File: config.mk
export PLATFORM = sky130hd
export DESIGN_NAME = nexi_uart_wb_master
export DESIGN_NICKNAME = d
export VERILOG_FILES = /design/src/rtl/nexi_uart_wb_master.sv
export SDC_FILE = /design/constraint.sdc
export NUM_CORES = 1
export LEC_CHECK = 0
export ABC_AREA = 1
export CORE_AREA = 2 2 74 76
export CTS_CLUSTER_DIAMETER = 50
export DETAILED_ROUTE_END_ITERATION = 16
export DIE_AREA = 0 0 76 78
export GPL_ROUTABILITY_DRIVEN = 0
export MAX_ROUTING_LAYER = met4
export PLACE_DENSITY_LB_ADDON = 0.05
export SETUP_SLACK_MARGIN = 0.3
export SLEW_MARGIN = 40
export SYNTH_ARGS = -nofsm -noshare
export SYNTH_HDL_FRONTEND = slang
export SYNTH_SLANG_ARGS = --single-unit
File: constraint.sdc
create_clock -name clk_i -period 2 [get_ports clk_i]
set_input_delay 0.3 -clock clk_i [delete_from_list [all_inputs] [get_ports clk_i]]
set_output_delay 0.3 -clock clk_i [all_outputs]
set_load 0.03 [all_outputs]
File: src/rtl/nexi_uart_wb_master.sv
// -----------------------------------------------------------------------------
// nexi_uart_wb_master
//
// Wishbone master that drives a single 32-bit UART register word. The word
// holds four byte lanes, each one selected by sel_o: RBR [31:24], THR [23:16],
// IER [15:8] and ISR [7:0].
//
// After reset the block writes IER_INIT to IER. After that it services the
// UART interrupt (an ISR read, then an RBR read when bit1 is set) and sends
// bytes offered on tx_data/tx_valid through THR. After a THR write it waits
// for ISR bit0 (TX done) before it accepts the next byte.
//
// Every bus cycle ends in RELEASE, which holds cyc/stb low until ack_i has
// dropped. A cycle that gets no ack within ACK_TIMEOUT strobe cycles is
// abandoned and sets the sticky bus_err_o flag.
//
// Ports
//   clk_i, rst_ni              clock, asynchronous active-low reset
//   cyc_o, stb_o, we_o         Wishbone control
//   addr_o, data_o, sel_o      Wishbone address (always 0), write data, lanes
//   ack_i, data_i              Wishbone acknowledge and read data
//   irq_i                      UART interrupt, level sensitive
//   tx_data/tx_valid/tx_ready  byte-in stream; tx_ready marks consumption
//   rx_data/rx_valid/rx_ready  byte-out stream; rx_valid held until taken
//   bus_err_o                  sticky: an ack timeout has occurred
//   rx_overrun_o               sticky: an untaken rx byte was overwritten
// -----------------------------------------------------------------------------
module nexi_uart_wb_master #(
  parameter logic [7:0]  IER_INIT    = 8'h03,
  parameter int unsigned ACK_TIMEOUT = 255
) (
  input  logic        clk_i,
  input  logic        rst_ni,
  output logic        cyc_o,
  output logic        stb_o,
  output logic        we_o,
  output logic [2:0]  addr_o,
  output logic [31:0] data_o,
  output logic [3:0]  sel_o,
  input  logic        ack_i,
  input  logic [31:0] data_i,
  input  logic        irq_i,
  input  logic [7:0]  tx_data,
  input  logic        tx_valid,
  output logic        tx_ready,
  output logic [7:0]  rx_data,
  output logic        rx_valid,
  input  logic        rx_ready,
  output logic        bus_err_o,
  output logic        rx_overrun_o
);

  typedef enum logic [2:0] {INIT, IDLE, WR_THR, RD_ISR, RD_RBR, RELEASE} state_e;

  localparam int unsigned   CW       = $clog2(ACK_TIMEOUT + 1);
  localparam logic [CW-1:0] CNT_LAST = CW'(ACK_TIMEOUT - 1);

  state_e        state_q, state_d;
  state_e        pend_q, pend_d;     // state to enter once RELEASE completes
  logic          bus_q;              // shared register behind cyc_o and stb_o
  logic [CW-1:0] cnt_q;              // strobe cycles elapsed without an ack
  logic          tx_busy_q;          // THR written, TX-done not yet seen
  logic          init_done_q;        // IER write acknowledged

  logic ack_hit, timeout, isr_ack, rx_load, rx_take;

  // These states drive a bus cycle.
  function automatic logic is_bus(input state_e s);
    return (s == INIT) || (s == WR_THR) || (s == RD_ISR) || (s == RD_RBR);
  endfunction

  assign ack_hit  = bus_q && ack_i;
  assign timeout  = bus_q && !ack_i && (cnt_q == CNT_LAST);
  assign isr_ack  = (state_q == RD_ISR) && ack_hit;
  assign rx_load  = (state_q == RD_RBR) && ack_hit;
  assign rx_take  = rx_valid && rx_ready;

  // The byte is consumed in the cycle the THR write is acknowledged. tx_busy
  // rises on that edge, so tx_ready and tx_busy are never high together.
  assign tx_ready = (state_q == WR_THR) && ack_hit;

  assign cyc_o  = bus_q;
  assign stb_o  = bus_q;
  assign addr_o = 3'b000;

  // Only the RBR lane and ISR bits 1:0 of the read data are used.
  logic unused_data;
  assign unused_data = ^data_i[23:2];

  // NOTE: every variable gets a default at the top of this block. Without it a
  // path that does not assign it would infer a latch.
  always_comb begin
    state_d = state_q;
    pend_d  = pend_q;
    case (state_q)
      INIT, WR_THR, RD_ISR, RD_RBR: begin
        if (ack_hit) begin
          state_d = RELEASE;
          pend_d  = (state_q == RD_ISR && data_i[1]) ? RD_RBR : IDLE;
        end else if (timeout) begin
          state_d = IDLE;
        end
      end
      IDLE: begin
        if (!init_done_q)              state_d = INIT;   // retry a timed-out INIT
        else if (irq_i)                state_d = RD_ISR;
        else if (tx_valid && !tx_busy_q) state_d = WR_THR;
      end
      RELEASE: begin
        if (!ack_i) state_d = pend_q;
      end
      default: state_d = INIT;
    endcase
  end

  // NOTE: all state here uses non-blocking assignments. Each flop then samples
  // the values from before the edge, whatever order the statements run in.
  always_ff @(posedge clk_i or negedge rst_ni) begin
    if (!rst_ni) begin
      state_q      <= INIT;
      pend_q       <= IDLE;
      bus_q        <= 1'b0;
      cnt_q        <= '0;
      we_o         <= 1'b0;
      sel_o        <= 4'b0000;
      data_o       <= 32'h0;
      tx_busy_q    <= 1'b0;
      init_done_q  <= 1'b0;
      rx_data      <= 8'h00;
      rx_valid     <= 1'b0;
      bus_err_o    <= 1'b0;
      rx_overrun_o <= 1'b0;
    end else begin
      state_q <= state_d;
      pend_q  <= pend_d;
      bus_q   <= is_bus(state_d);
      cnt_q   <= (bus_q && !ack_hit && !timeout) ? cnt_q + CW'(1) : '0;

      // Load the bus fields only when a cycle starts. They then hold until the
      // cycle ends, so a change on tx_data cannot disturb a write in flight.
      if (!bus_q && is_bus(state_d)) begin
        case (state_d)
          INIT: begin
            we_o   <= 1'b1;
            sel_o  <= 4'b0010;
            data_o <= {16'h0000, IER_INIT, 8'h00};
          end
          WR_THR: begin
            we_o   <= 1'b1;
            sel_o  <= 4'b0100;
            data_o <= {8'h00, tx_data, 16'h0000};
          end
          RD_ISR: begin
            we_o   <= 1'b0;
            sel_o  <= 4'b0001;
            data_o <= 32'h0;
          end
          default: begin
            we_o   <= 1'b0;
            sel_o  <= 4'b1000;
            data_o <= 32'h0;
          end
        endcase
      end

      if (state_q == INIT && ack_hit) init_done_q <= 1'b1;

      if (tx_ready)                 tx_busy_q <= 1'b1;
      else if (isr_ack && data_i[0]) tx_busy_q <= 1'b0;

      if (timeout) bus_err_o <= 1'b1;

      // If a load and a take fall on the same edge, the new byte replaces the
      // one being taken, rx_valid stays high and there is no overrun.
      if (rx_load) begin
        rx_data  <= data_i[31:24];
        rx_valid <= 1'b1;
        if (rx_valid && !rx_ready) rx_overrun_o <= 1'b1;
      end else if (rx_take) begin
        rx_valid <= 1'b0;
      end
    end
  end

endmodule

; After elaboration in Yosys (flattened, before gate mapping)
; Index checks and enable logic that the tools add are counted.
[word_totals]
ff_bits = 65
latch_bits = 0
ram_bits = 0
rom_bits = 0
elab_cells = 71
memories = 0
[op_classes]
n_addsub = 1
mul = 0
n_div = 0
magnitude_cmp = 0
n_eq_ne = 9
shifts = 0
n_mux = 16
bitwise = 0
reduce_logical = 32
[op_table]
columns = cell, n
row1 = $pmux W24 S2, 1
row2 = $mux W3, 7
row3 = $logic_and A1 B1 Y1, 15
row4 = $eq A3 B2 Y1 const B, 4
row5 = $pmux W4 S3, 1
row6 = $eq A3 B3 Y1 const B, 3
row7 = $pmux W3 S3, 1
row8 = $add A8 B1 Y8 const B, 1
row9 = $eq A8 B8 Y1 const B, 1
row10 = $mux W8, 1
row11 = $logic_not A1 Y1, 6
row12 = $logic_not A3 Y1, 2
row13 = $mux W1, 5
row14 = $reduce_and A2 Y1, 2
row15 = $reduce_bool A2 Y1, 2
row16 = $reduce_or A4 Y1, 1
row17 = $eq A3 B1 Y1 const B, 1
row18 = $logic_or A1 B1 Y1, 3
row19 = $reduce_or A2 Y1, 1

; Logic depth before layout (Yosys ltp)
[depth]
ltp_word = 11
ltp_mapped = 13
ltp_nobuf = 12

; Least setup slack after synthesis
; No wires, ideal clock.
[synth_path]
path_kind = reg2out
startpoint = register bus_q, in the netlist cyc_o
endpoint = output tx_ready
t_arrival_ns = 1.452
required_time_ns = 1.700
path_slack_ns = 0.248
stages_incl_launch_ff = 3
n_path_buf = 0
path_cell_list = dfrtp_1 -> nand2_1 -> nor3_1
[synth_via]
elab_chain_cells = 2
[synth_lines]
columns = element, line
row1 = from (decl), 60  ; logic bus_q;
row2 = from (signal assigned), 136  ; bus_q <= is_bus(state_d);
row3 = $logic_and A1 B1 Y1, 72  ; assign ack_hit = bus_q && ack_i;
row4 = $logic_and A1 B1 Y1, 80  ; assign tx_ready = (state_q == WR_THR) && ack_hit;
row5 = to (decl), 45  ; output logic tx_ready,
; No other way between the ends.

==> Implementation_results.wiki <==
{| class="wikitable"
! Metric !! Value
|-
| Outcome || completed
|-
| Final Net Count || 352
|-
| Total inserted antenna cells || 0
|-
| Cell with the biggest individual delay on the critical path || sky130_fd_sc_hd__clkdlybuf4s50_1
|-
| First-pass GRT wire length || 7240 microns
|-
| Cell area reported after detailed placement || 2530 sq um
|-
| Count of pins over their slew limit || 0
|-
| Sequential element share of the synthesized area || 51.5%
|-
| Area overhead of the layout relative to synthesis || 35.9%
|-
| Width of the die || 76 microns
|-
| Required @ worst endpoint || 1.70 ns
|-
| I/O pin total || 100
|-
| Hold crit path type || primary input to asynchronous set/reset pin
|-
| Biggest cell delay along the critical path || 0.68 ns
|-
| Type of the setup path with the least slack || flop to output pin
|-
| Clock root cell || sky130_fd_sc_hd__clkbuf_8
|-
| Count of input and output buffers || 52
|-
| Post-synthesis cell type count || 28
|-
| Clock tree sinks || 41
|-
| DRC violations left || 0
|-
| Cells along the critical path || clkdlybuf4s50_1
|-
| Crit path max fanout || 3
|-
| Final setup violation count || 0
|-
| Post-Place Worst Slack || 0.181 ns
|-
| Later-pin clock latency in the skew report || 0.28 ns
|-
| Gate count after technology mapping || 239
|-
| Crit path buf inv count || 1
|-
| Utilization of the core after routing || 53.8%
|-
| Detailed Place HPWL || 2890 microns
|-
| Effective utilization at floorplan || 39.6%
|-
| Post-detailed-route via-to-cell ratio || 4.21
|-
| First-iteration detailed-routing DRC count || 63
|-
| Maximum count of clock buffers along a single path || 2
|-
| Leading area contributor after synthesis || sky130_fd_sc_hd__dfrtp_1
|-
| Total negative slack for setup checks || 0 ns
|-
| Power density normalized to cell area || 1390 nW/um^2
|-
| Lkg Pwr || 1.39 nW
|-
| Post-Syn Area || 2000 sq um
|-
| Inst Count DP || 363
|-
| Main area contributors after synthesis || sky130_fd_sc_hd__dfrtp_1 (50%), sky130_fd_sc_hd__nand2_1 (16%), sky130_fd_sc_hd__buf_4 (10%)
|-
| Avg Inst Size Synth || 8.35 sq um
|-
| H-Tree Level Count || 2
|-
| Fraction of final layout cells sized beyond drive strength 1 || 12.5%
|-
| Final design area excluding fillers || 2710 sq um
|-
| Aggregate global-route resource usage || 15.6%
|-
| Antenna violations before repair || 0
|-
| Kind of start point of the critical path || flop
|-
| Hold buffer count at cts || 0
|-
| TritonCTS clock tree || done
|-
| Slew at the pin closest to its max-slew limit || 0.508 ns
|-
| Slack of the critical path || 0.360 ns
|-
| Core Area || 5040 sq um
|-
| Total congestion overflow after global routing || 0
|-
| Crit path from || data_o[9]
|-
| Count of fill cells added during filler insertion || 508
|-
| Floorplan row count || 26
|-
| Antenna violation net count after detailed routing || 0
|-
| Count of placed standard cells in the final layout, fillers left out || 374
|-
| 1st-pass router iterations || 4
|-
| Via count || 1573
|-
| R2r startpoint || cnt_q[0]
|-
| Register bit count reported by yosys || 41
|-
| CTS clock-pin slew for the worst setup and hold paths || 0.08 ns
|-
| Count of max-cap constraint violations || 0
|-
| Rel. slew slack || 66.1%
|-
| Worst IR Drop VDD || 0.602 mV
|-
| Total power of the final layout || 3.76 mW
|-
| Die Footprint || 5930 sq um
|-
| CP top delay family || buffers and inverters
|-
| Depth of the worst register-to-register path || 10
|-
| Area share of the largest cell type after synthesis || 50.2%
|-
| Kind of end point of the critical path || output pin
|-
| Peak clock frequency supported by timing || 610 MHz
|-
| Yosys warns || 0
|-
| WHS || 0.0708 ns
|-
| Minimum clock period after layout || 1.64 ns
|-
| Total clock buffers created by CTS || 5
|-
| Number of endpoints with negative hold slack in the final report || 0
|-
| Maximum number of pins on one net before global-route repair || 42
|-
| FF-to-FF setup slack || 0.44 ns
|-
| Ratio of final minimum period to clock period || 82.0%
|-
| Detail-routed net length per standard cell || 10.9 microns
|-
| Unrepaired setup endpoints after global routing || yes
|-
| Die height || 78 microns
|-
| Skew final || 0.00644 ns
|-
| Number of global-route vias before repair || 1618
|-
| Reg-to-reg critical path endpoint || data_o[21]
|-
| Detailed-route wire length || 4090 microns
|-
| Critical Path AT || 1.34 ns
|}
## power breakdown
part | leakage [nW] | switching [mW] | total, mW | internal [mW]
logic | 0.822 | 1.24 | 1.97 | 0.729
registers | 0.522 | 0.162 | 1.25 | 1.08
clock network | 0.0443 | 0.270 | 0.544 | 0.274
## cells in the final DEF, fill, tap and decap left out, types with 2 or more instances in the layout
master,synthesis,routed
sky130_fd_sc_hd__a21oi_1,3,3
sky130_fd_sc_hd__dlygate4sd2_1,0,2
sky130_fd_sc_hd__conb_1,1,25
sky130_fd_sc_hd__nand3_1,14,11
sky130_fd_sc_hd__nand2_1,86,84
sky130_fd_sc_hd__dfrtp_1,40,39
sky130_fd_sc_hd__clkbuf_8,0,6
sky130_fd_sc_hd__nand2_8,0,2
sky130_fd_sc_hd__nor2_1,21,19
sky130_fd_sc_hd__inv_1,19,19
sky130_fd_sc_hd__clkdlybuf4s50_1,0,47
sky130_fd_sc_hd__o21ai_0,2,2
sky130_fd_sc_hd__nand3_2,0,3
sky130_fd_sc_hd__nor2_2,1,2
sky130_fd_sc_hd__buf_4,27,10
sky130_fd_sc_hd__nand2_2,3,4
sky130_fd_sc_hd__o21bai_1,3,3
sky130_fd_sc_hd__nor3b_1,2,2
sky130_fd_sc_hd__buf_6,1,2
## kinds of logic after synthesis
family | after synthesis | synth area share [%]
and+or+nand+nor | 134 | 28.0
buffers and inverters | 49 | 14.7
DFF | 41 | 51.5
AOI/OAI and AO/OA | 10 | 3.51
xor gates and xnor gates | 2 | 0.878
adders and majority gates | 2 | 1.25
other | 1 | 0.188
## cells in the mapped netlist
| master | n |
|---|---|
| sky130_fd_sc_hd__nand2_1 | 86 |
| sky130_fd_sc_hd__dfrtp_1 | 40 |
| sky130_fd_sc_hd__buf_4 | 27 |
| sky130_fd_sc_hd__nor2_1 | 21 |
| sky130_fd_sc_hd__inv_1 | 19 |
| sky130_fd_sc_hd__nand3_1 | 14 |
| sky130_fd_sc_hd__a21oi_1 | 3 |
| sky130_fd_sc_hd__nand2_2 | 3 |
| sky130_fd_sc_hd__o21bai_1 | 3 |
| sky130_fd_sc_hd__ha_1 | 2 |
| sky130_fd_sc_hd__nor3_1 | 2 |
| sky130_fd_sc_hd__nor3b_1 | 2 |
| sky130_fd_sc_hd__o21ai_0 | 2 |
| sky130_fd_sc_hd__a21oi_4 | 1 |
| sky130_fd_sc_hd__a31oi_1 | 1 |
| sky130_fd_sc_hd__and2_1 | 1 |
| sky130_fd_sc_hd__and3_1 | 1 |
| sky130_fd_sc_hd__buf_2 | 1 |
| sky130_fd_sc_hd__buf_6 | 1 |
| sky130_fd_sc_hd__clkbuf_1 | 1 |
| sky130_fd_sc_hd__conb_1 | 1 |
| sky130_fd_sc_hd__dfstp_2 | 1 |
| sky130_fd_sc_hd__nand2_4 | 1 |
| sky130_fd_sc_hd__nand4_1 | 1 |
| sky130_fd_sc_hd__nor2_2 | 1 |
| sky130_fd_sc_hd__or2_2 | 1 |
| sky130_fd_sc_hd__xnor2_1 | 1 |
| sky130_fd_sc_hd__xor2_1 | 1 |
## worst max-delay path by stage
| stage | cells past startpoint | end |
|---|---|---|
| finish | 1 | data_o[8] |
| global placement | 10 | data_o[21] |
| detailed placement | 12 | data_o[19] |
| global route | 10 | sel_o[0] |
| CTS | 1 | data_o[9] |
| floorplan | 9 | data_o[9] |
## per-layer routing
layer / share of wire [%] / track usage [%]
met1: 45 / 17.5
met2: 49 / 27.3
met3: 5.7 / 4.65
met4: 1.0 / 4.36
met5: 0 / -
## registers in the layout (all words and copies together) (netlist names), 2 cells and up
name,flops
data_o,9
cnt_q,8
rx_data,8
sel_o,4
state_q,3
pend_q,2
## cell type report
cell class                 count  area [sq um]  area share, %
sequential                    41          1030           37.9
timing repair buffer          63           603           22.2
multi-input combinational    174           836           30.8
inverter                      19          71.3           2.63
tap                           70          87.6           3.23
clock buffer                   7          86.3           3.18
## repair_timing
action | 4_1_cts | 5_1_grt
pin swaps | 0 | 2
setup buffers | 0 | 3
cloned | 0 | 1
endpoints found under the setup margin | 2 | 19
gates resized for setup | 2 | 16
No activity file was read; power rests on OpenSTA's default activity.
